`config.mk`:
```
export PLATFORM = sky130hd
export DESIGN_NAME = hilo_div_commit_flat
export DESIGN_NICKNAME = d
export VERILOG_FILES = /design/src/rtl/hilo_div_commit_if.sv /design/src/rtl/hilo_div_commit.sv /design/src/flat_wrapper.sv
export SDC_FILE = /design/constraint.sdc
export NUM_CORES = 1
export LEC_CHECK = 0
export ABC_AREA = 1
export CELL_PAD_IN_SITES_DETAIL_PLACEMENT = 2
export CELL_PAD_IN_SITES_GLOBAL_PLACEMENT = 2
export CORE_UTILIZATION = 29
export DETAILED_ROUTE_END_ITERATION = 8
export PLACE_DENSITY = 0.95
export SKIP_CTS_REPAIR_TIMING = 1
export SLEW_MARGIN = 20
export SYNTH_ARGS = -nofsm -noshare
export SYNTH_HDL_FRONTEND = slang
export SYNTH_SLANG_ARGS = --single-unit
```
`constraint.sdc`:
```
create_clock -name clk -period 4.9 [get_ports clk]
set_input_delay 0.98 -clock clk [delete_from_list [all_inputs] [get_ports clk]]
set_output_delay 0.98 -clock clk [all_outputs]
set_load 0.02 [all_outputs]
```
`src/rtl/hilo_div_commit_if.sv`:
```
// Bundle between the EX-stage divider/issue logic and the HI/LO commit block.
interface hilo_div_commit_if #(
  parameter int unsigned DATA_W = 32
) ();
  logic              flush;
  logic              issue_valid;
  logic              issue_ready;
  logic              issue_signed;
  logic              dividend_neg;
  logic              divisor_neg;
  logic              div_done;
  logic [DATA_W-1:0] div_quotient;
  logic [DATA_W-1:0] div_remainder;
  logic              wb_allin;
  logic              hi_we;
  logic              lo_we;
  logic [DATA_W-1:0] mt_wdata;
  logic [DATA_W-1:0] hi_rdata;
  logic [DATA_W-1:0] lo_rdata;
  logic              busy;
  logic              commit;

  // Pipeline / divider side.
  modport master (
    output flush, issue_valid, issue_signed, dividend_neg, divisor_neg,
    output div_done, div_quotient, div_remainder, wb_allin, hi_we, lo_we, mt_wdata,
    input  issue_ready, hi_rdata, lo_rdata, busy, commit
  );

  // HI/LO commit block side.
  modport slave (
    input  flush, issue_valid, issue_signed, dividend_neg, divisor_neg,
    input  div_done, div_quotient, div_remainder, wb_allin, hi_we, lo_we, mt_wdata,
    output issue_ready, hi_rdata, lo_rdata, busy, commit
  );
endinterface

```
`src/rtl/hilo_div_commit.sv`:
```
// Sign-corrects the unsigned divider result for DIV/DIVU and commits it to HI/LO,
// holding it under write-back backpressure. Also services MTHI/MTLO.
module hilo_div_commit #(
  parameter int unsigned DATA_W = 32
) (
  input logic               clk,
  input logic               reset,
  hilo_div_commit_if.slave  bus
);

  typedef enum logic [1:0] {StIdle, StWait, StHold} state_e;

  state_e            state_q, state_d;
  logic              neg_quo_q, neg_quo_d;
  logic              neg_rem_q, neg_rem_d;
  logic [DATA_W-1:0] buf_quo_q, buf_quo_d;
  logic [DATA_W-1:0] buf_rem_q, buf_rem_d;
  logic [DATA_W-1:0] hi_q, hi_d;
  logic [DATA_W-1:0] lo_q, lo_d;
  logic              commit_q, commit_d;

  logic              div_we;
  logic [DATA_W-1:0] div_lo;
  logic [DATA_W-1:0] div_hi;
  logic [DATA_W-1:0] corr_quo;
  logic [DATA_W-1:0] corr_rem;

  // Two's-complement correction of the magnitude result (wraps for 0x80000000).
  always_comb begin
    corr_quo = neg_quo_q ? -bus.div_quotient  : bus.div_quotient;
    corr_rem = neg_rem_q ? -bus.div_remainder : bus.div_remainder;
  end

  // Next-state, buffer and HI/LO update logic.
  always_comb begin
    state_d   = state_q;
    neg_quo_d = neg_quo_q;
    neg_rem_d = neg_rem_q;
    buf_quo_d = buf_quo_q;
    buf_rem_d = buf_rem_q;
    hi_d      = hi_q;
    lo_d      = lo_q;
    commit_d  = 1'b0;
    div_we    = 1'b0;
    div_lo    = buf_quo_q;
    div_hi    = buf_rem_q;

    unique case (state_q)
      StIdle: begin
        if (bus.issue_valid && !bus.flush) begin
          neg_quo_d = bus.issue_signed & (bus.dividend_neg ^ bus.divisor_neg);
          neg_rem_d = bus.issue_signed & bus.dividend_neg;
          state_d   = StWait;
        end
      end
      StWait: begin
        if (bus.flush) begin
          state_d = StIdle;
        end else if (bus.div_done) begin
          if (bus.wb_allin) begin
            // Bypass: commit straight from the divider outputs.
            div_we   = 1'b1;
            div_lo   = corr_quo;
            div_hi   = corr_rem;
            commit_d = 1'b1;
            state_d  = StIdle;
          end else begin
            buf_quo_d = corr_quo;
            buf_rem_d = corr_rem;
            state_d   = StHold;
          end
        end
      end
      StHold: begin
        if (bus.flush) begin
          buf_quo_d = '0;
          buf_rem_d = '0;
          state_d   = StIdle;
        end else if (bus.wb_allin) begin
          div_we   = 1'b1;
          commit_d = 1'b1;
          state_d  = StIdle;
        end
      end
      default: state_d = StIdle;
    endcase

    if (div_we) begin
      lo_d = div_lo;
      hi_d = div_hi;
    end
    // MTHI/MTLO is the younger instruction, so it overrides a same-edge division commit.
    if (bus.lo_we) lo_d = bus.mt_wdata;
    if (bus.hi_we) hi_d = bus.mt_wdata;
  end

  // State registers with synchronous reset.
  always_ff @(posedge clk) begin
    if (reset) begin
      state_q   <= StIdle;
      neg_quo_q <= 1'b0;
      neg_rem_q <= 1'b0;
      buf_quo_q <= '0;
      buf_rem_q <= '0;
      hi_q      <= '0;
      lo_q      <= '0;
      commit_q  <= 1'b0;
    end else begin
      state_q   <= state_d;
      neg_quo_q <= neg_quo_d;
      neg_rem_q <= neg_rem_d;
      buf_quo_q <= buf_quo_d;
      buf_rem_q <= buf_rem_d;
      hi_q      <= hi_d;
      lo_q      <= lo_d;
      commit_q  <= commit_d;
    end
  end

  // Outputs are pure functions of registered state.
  always_comb begin
    bus.issue_ready = (state_q == StIdle);
    bus.busy        = (state_q != StIdle);
    bus.hi_rdata    = hi_q;
    bus.lo_rdata    = lo_q;
    bus.commit      = commit_q;
  end

endmodule

```
`src/flat_wrapper.sv`:
```
// flat-port wrapper written by rule: the top's interface ports become plain ports
module hilo_div_commit_flat 
#(
  parameter int unsigned DATA_W = 32
)
  (clk, reset, bus_flush, bus_issue_valid, bus_issue_signed, bus_dividend_neg, bus_divisor_neg, bus_div_done, bus_div_quotient, bus_div_remainder, bus_wb_allin, bus_hi_we, bus_lo_we, bus_mt_wdata, bus_issue_ready, bus_hi_rdata, bus_lo_rdata, bus_busy, bus_commit);
  hilo_div_commit_if #(.DATA_W(DATA_W)) bus_i ();
  input logic clk;
  input logic reset;
  input wire logic [$bits(bus_i.flush)-1:0] bus_flush;
  input wire logic [$bits(bus_i.issue_valid)-1:0] bus_issue_valid;
  input wire logic [$bits(bus_i.issue_signed)-1:0] bus_issue_signed;
  input wire logic [$bits(bus_i.dividend_neg)-1:0] bus_dividend_neg;
  input wire logic [$bits(bus_i.divisor_neg)-1:0] bus_divisor_neg;
  input wire logic [$bits(bus_i.div_done)-1:0] bus_div_done;
  input wire logic [$bits(bus_i.div_quotient)-1:0] bus_div_quotient;
  input wire logic [$bits(bus_i.div_remainder)-1:0] bus_div_remainder;
  input wire logic [$bits(bus_i.wb_allin)-1:0] bus_wb_allin;
  input wire logic [$bits(bus_i.hi_we)-1:0] bus_hi_we;
  input wire logic [$bits(bus_i.lo_we)-1:0] bus_lo_we;
  input wire logic [$bits(bus_i.mt_wdata)-1:0] bus_mt_wdata;
  output wire logic [$bits(bus_i.issue_ready)-1:0] bus_issue_ready;
  output wire logic [$bits(bus_i.hi_rdata)-1:0] bus_hi_rdata;
  output wire logic [$bits(bus_i.lo_rdata)-1:0] bus_lo_rdata;
  output wire logic [$bits(bus_i.busy)-1:0] bus_busy;
  output wire logic [$bits(bus_i.commit)-1:0] bus_commit;
  assign bus_i.flush = bus_flush;
  assign bus_i.issue_valid = bus_issue_valid;
  assign bus_i.issue_signed = bus_issue_signed;
  assign bus_i.dividend_neg = bus_dividend_neg;
  assign bus_i.divisor_neg = bus_divisor_neg;
  assign bus_i.div_done = bus_div_done;
  assign bus_i.div_quotient = bus_div_quotient;
  assign bus_i.div_remainder = bus_div_remainder;
  assign bus_i.wb_allin = bus_wb_allin;
  assign bus_i.hi_we = bus_hi_we;
  assign bus_i.lo_we = bus_lo_we;
  assign bus_i.mt_wdata = bus_mt_wdata;
  assign bus_issue_ready = bus_i.issue_ready;
  assign bus_hi_rdata = bus_i.hi_rdata;
  assign bus_lo_rdata = bus_i.lo_rdata;
  assign bus_busy = bus_i.busy;
  assign bus_commit = bus_i.commit;
  hilo_div_commit #(.DATA_W(DATA_W)) u_core (.clk(clk), .reset(reset), .bus(bus_i));
endmodule
```
## Word-level counts from Yosys, hierarchy flattened

Index checks and enable logic that the tools add are counted.

- Logic and storage cells: 67
- Bits of input ports: 107
- Register bits after elaboration: 133

- Reductions and logical operators: 10
- Bitwise logic cells: 3
- Equality and inequality tests: 9
- Add/subtract/negate cells: 2
- Mux-type cells: 35

Operators with widths:

| operator | number |
|---|---|
| $mux 32 | 21 |
| $pmux 32 s2 | 2 |
| $neg 32->32 | 2 |
| $mux 2 | 6 |
| $ne 2x2->1 const B | 4 |
| $reduce_bool 2->1 | 4 |
| $ne 3x3->1 const B | 2 |
| $pmux 2 s3 | 1 |
| $reduce_and 5->1 | 1 |
| $mux 1 | 4 |
| $reduce_and 3->1 | 1 |
| $and 1x1->1 | 2 |
| $eq 2x1->1 const B | 1 |
| $eq 2x2->1 const B | 1 |
| $logic_not 2->1 | 1 |
| $ne 2x1->1 const B | 1 |
| $pmux 1 s2 | 1 |
| $reduce_and 2->1 | 1 |
| $logic_and 1x1->1 | 1 |
| $logic_not 1->1 | 1 |
| $xor 1x1->1 | 1 |

## Longest topological paths before layout

- Depth in word-level cells: 8
- Mapped depth: 12

## Worst setup path before layout

No wires, ideal clock.

- Path kind: input port to flip-flop
- Start: input bus_div_remainder[0]
- End: register u_core.hi_q[14] (netlist: u_core.bus.hi_rdata[14])
- Path buffers: 0
- Required time: 4768 ps
- Stages: 10
- Slack: 2661 ps
- Data arrival time: 2107 ps
- Library setup time: 132 ps
- Cells stage by stage: inv_1 > ha_1 > nand2_1 > nor2_2 > nand2_1 > nand2_2 > nand2_1 > xor2_1 > o21ai_0 > a21oi_1

- Word-level cells in the longest chain between the ends: 8

RTL lines:

| element | line | source |
|---|---|---|
| start, declared | flat_wrapper.sv:17 | `input wire logic [$bits(bus_i.div_remainder)-1:0] bus_div_remainder;` |
| $neg 32->32 | hilo_div_commit.sv:31 | `corr_rem = neg_rem_q ? -bus.div_remainder : bus.div_remainder;` |
| $mux 32 | hilo_div_commit.sv:31 |  |
| $mux 32 | hilo_div_commit.sv:60 | `if (bus.wb_allin) begin` |
| $mux 32 | hilo_div_commit.sv:59 | `end else if (bus.div_done) begin` |
| $mux 32 | hilo_div_commit.sv:57 | `if (bus.flush) begin` |
| $mux 32 | hilo_div_commit.sv:48 | `unique case (state_q)` |
| $mux 32 | hilo_div_commit.sv:88 | `if (div_we) begin` |
| $mux 32 | hilo_div_commit.sv:94 | `if (bus.hi_we) hi_d = bus.mt_wdata;` |
| end signal, assigned | hilo_div_commit.sv:114 | `hi_q <= hi_d;` |
| end, declared | hilo_div_commit.sv:18 | `logic [DATA_W-1:0] hi_q, hi_d;` |

Every way passes these cells. The select of a mux whose other input is x is not followed.
A chain may end at the register's enable or synchronous reset.

## Worst setup path in the final report

- Start: input bus_wb_allin
- End: register u_core.lo_q[1] (netlist: u_core.bus.lo_rdata[1])

- Word-level cells in the longest chain between the ends: 6
- Elaborated cells between the ends (all ways): 12

RTL lines:

| element | line | source |
|---|---|---|
| start, declared | flat_wrapper.sv:18 | `input wire logic [$bits(bus_i.wb_allin)-1:0] bus_wb_allin;` |
| $mux 32 | hilo_div_commit.sv:60 |  |
| $mux 32 | hilo_div_commit.sv:59 |  |
| $mux 32 | hilo_div_commit.sv:57 |  |
| $mux 32 | hilo_div_commit.sv:48 |  |
| $mux 32 | hilo_div_commit.sv:88 |  |
| $mux 32 | hilo_div_commit.sv:93 | `if (bus.lo_we) lo_d = bus.mt_wdata;` |
| end signal, assigned | hilo_div_commit.sv:115 | `lo_q <= lo_d;` |
| end, declared | hilo_div_commit.sv:19 | `logic [DATA_W-1:0] lo_q, lo_d;` |

Several ways; a longest one is shown, not always the timed one. The select of a mux whose other input is x is not followed.

==> reports/metrics.cfg <==
[status]
outcome = finished, final reports clean

[setup_path]
worstPathArrival_ns = 3.55
cell_type_of_the_slowest_stage_on_the_worst_timing_path = sky130_fd_sc_hd__buf_4
worst_ep_required_time_ns = 5.26
max_stage_delay_ns = 0.83
chain_of_cells_forming_the_critical_path = clkdlybuf4s50_1 > inv_1 > nor3_4 > buf_4 > o21ai_0 > or2_1 > a31oi_1
timing.setup.critical_path_class = in -> reg
maximum_fanout_along_the_worst_path = 92
worstSetupStartpointType = input pin
rrSetupSlack_ns = 2.11
critPathCaptureType = flop

[routing]
vias = 9897
drt-wirelength-per-cell_um = 23.3
detail-route-antenna-nets = 0
first_pass_iters = 5
remaining_drc_errors = 0
detail_route.vias_per_cell = 5.54
detail_route.iter0.violations = 670
wirelength_um = 41600

[timing]
slew-limit-headroom = 0.257
fin_setup_tns_ns = 0
timing.clock.skew_ns = 0.0162
fmax_mhz = 314
count_of_endpoints_failing_hold_in_the_final_timing_report = 0
fin_crit_sh = 0.649
timing.final.max_slew_violations = 0
timing_worst_slew_pin_value_ns = 1.11
layout_min_cycle_time_ns = 3.18
postLayoutSetupSlackWorst_ns = 1.72
setup-violations-final = 0
grt_setup_unrepaired = false

[grt]
number_of_global_route_vias_before_repair = 11018
gr-total-overflow = 0
wire_length_of_the_first_global_routing_pass_um = 64000
largest_net_degree_at_the_start_of_global_routing = 93
initial_antenna_violation_count = 1
grt.total_usage = 0.297

[place]
place_ws_ns = 1.38
hpwl_um = 28100
gp_routability_congestion = 0.861
port_buffers = 173
post_placement_cell_area_mm2 = 0.00991

[floorplan]
design.die.area_mm2 = 0.0282
num_io_pins = 174
coreArea_mm2 = 0.0270
die_height_um = 168
starting_density = 0.296
floorplan.rows = 60
dieWidth_um = 168

[yosys]
synth.cells.most_frequent = 343 x sky130_fd_sc_hd__nand2_1, 198 x sky130_fd_sc_hd__nor2_1, 133 x sky130_fd_sc_hd__dfxtp_1, 118 x sky130_fd_sc_hd__a21oi_1, 118 x sky130_fd_sc_hd__nand3_1
synth_cell_types = 37
commonest_register_cell_after_synthesis = sky130_fd_sc_hd__dfxtp_1
ys_warn_count = 0
synth_cells = 1302
async_reset_ff_frac = 0
post_synth.cell_area_avg_um2 = 6.14
synth_sequential_area_ratio = 0.333
synth_seq_cells = 133
synthesis.area_mm2 = 0.00799
synth_edf_count = 0
synth.most_common_cell = sky130_fd_sc_hd__nand2_1
synthesis.nets = 1414
synthTopCellsByArea = sky130_fd_sc_hd__dfxtp_1 33%, sky130_fd_sc_hd__nand2_1 16%, sky130_fd_sc_hd__nor2_1 9.3%
synth_top_area_share = 0.333
yosysTopAreaCell = sky130_fd_sc_hd__dfxtp_1

[clocking]
skew_pair_late_insertion_delay_ns = 0.45
numCtsBuffers = 17
tritoncts = done
clock-sinks = 133
cts.reportedPaths.clkPinSlew_ns = 0.06
cts.root.buffer_cell = sky130_fd_sc_hd__clkbuf_16
clock_tree.buffer_depth = 2
h-tree-depth = 4

[finish]
nNetsFinal = 1544
post-route-cell-area_mm2 = 0.0105
postLayoutCoreUtil = 0.389
area.growth.synth_to_final_pct = 31.7
drive_gt1_frac = 0.0422

[power]
static_power_due_to_leakage_nw = 4.13
p_per_area_mw_per_mm2 = 395
totalPowerFinal_mw = 4.16
peakVddDrop_v = 0.000254

[min_path]
hp-class = reg -> reg

[flow_run]
cap_viol_max_count = 0

worst max-delay path: cells and delay by family:
kind	cells	cell delay [ns]
and+or+nand+nor	2	0.54
AOI/OAI and AO/OA	2	0.45
buffers and inverters	3	1.53
kinds of logic after synthesis:
kind of cell	count (synthesis)	synth area share
and+or+nand+nor	697	0.361
xor gates and xnor gates	35	0.0384
adders and majority gates	5	0.00783
AOI/OAI and AO/OA	244	0.164
buffers and inverters	188	0.0954
DFF	133	0.333
layout make-up:
type | count | area (um^2)
Antenna cell | 1 | 2.50
Clock buffer | 19 | 453
Clock inverter | 13 | 155
Fill cell | 3242 | 16500
Inverter | 115 | 432
Multi-Input combinational cell | 981 | 4580
Sequential cell | 133 | 2660
Tap cell | 341 | 427
Timing Repair Buffer | 184 | 1810
metrics by stage:
| step | hold slack [ns] | std cells |
|---|---|---|
| global route | 0.499 | 1786 |
| floorplan | 0.441 | 1302 |
| global placement | 0.452 | 1754 |
| detailed placement | 0.459 | 1754 |
| CTS | 0.472 | 1786 |
| finish | 0.468 | 1787 |
metal layers:
metal | part of all wire | track usage | vias up | wire length (um)
li1 | - | - | 4458 | -
met1 | 0.41 | 0.345 | 4962 | 17200
met2 | 0.49 | 0.523 | 357 | 20500
met3 | 0.047 | 0.0505 | 120 | 1960
met4 | 0.046 | 0.152 | 0 | 1910
met5 | 0 | 0 | - | 0
sequential cells by signal, summed over array words and instances (netlist names):
name                 cells
u_core.state_q           2
u_core.buf_quo_q        32
u_core.neg_quo_q         1
u_core.bus.commit        1
u_core.neg_rem_q         1
u_core.bus.hi_rdata     32
u_core.buf_rem_q        32
u_core.bus.lo_rdata     32
where the power goes:
part	switching (mW)	total [mW]	leakage, nW	internal, mW
clock	0.567	1.39	0.295	0.825
sequential	0.127	1.36	1.09	1.24
combinational	0.939	1.40	2.74	0.462
total	1.63	4.16	4.13	2.52
placed cells by master, fill, tap and decap left out, types with 2 or more instances in the layout:
cell	n
sky130_fd_sc_hd__a211oi_1	2
sky130_fd_sc_hd__a21o_1	2
sky130_fd_sc_hd__a21oi_1	118
sky130_fd_sc_hd__a2bb2oi_1	5
sky130_fd_sc_hd__a31oi_1	17
sky130_fd_sc_hd__buf_4	12
sky130_fd_sc_hd__bufinv_16	3
sky130_fd_sc_hd__clkbuf_16	17
sky130_fd_sc_hd__clkbuf_8	2
sky130_fd_sc_hd__clkdlybuf4s50_1	172
sky130_fd_sc_hd__clkinv_2	5
sky130_fd_sc_hd__clkinvlp_4	3
sky130_fd_sc_hd__dfxtp_1	133
sky130_fd_sc_hd__ha_1	5
sky130_fd_sc_hd__inv_1	109
sky130_fd_sc_hd__inv_2	6
sky130_fd_sc_hd__nand2_1	343
sky130_fd_sc_hd__nand2b_1	2
sky130_fd_sc_hd__nand3_1	118
sky130_fd_sc_hd__nand3b_1	5
sky130_fd_sc_hd__nand4_1	10
sky130_fd_sc_hd__nor2_1	198
sky130_fd_sc_hd__nor2_2	2
sky130_fd_sc_hd__nor2_4	2
sky130_fd_sc_hd__nor3_1	5
sky130_fd_sc_hd__o211ai_1	7
sky130_fd_sc_hd__o21ai_0	80
sky130_fd_sc_hd__o21ai_1	7
sky130_fd_sc_hd__o221ai_1	5
sky130_fd_sc_hd__or2_1	3
sky130_fd_sc_hd__or2_2	3
sky130_fd_sc_hd__xnor2_1	7
sky130_fd_sc_hd__xor2_1	28
worst paths after layout:
kind	start	end	cells after the start
worst max-delay path	bus_wb_allin	u_core.bus.lo_rdata[1]$_SDFFE_PP0P_	7
worst min-delay path	u_core.buf_rem_q[6]$_SDFFE_PP0P_	u_core.buf_rem_q[6]$_SDFFE_PP0P_	2
worst max register to register	u_core.neg_rem_q$_SDFFE_PP0P_	u_core.bus.hi_rdata[9]$_SDFFE_PP0P_	5
worst min register to register	u_core.buf_rem_q[6]$_SDFFE_PP0P_	u_core.buf_rem_q[6]$_SDFFE_PP0P_	2
Power figures use the tool's default switching activity.
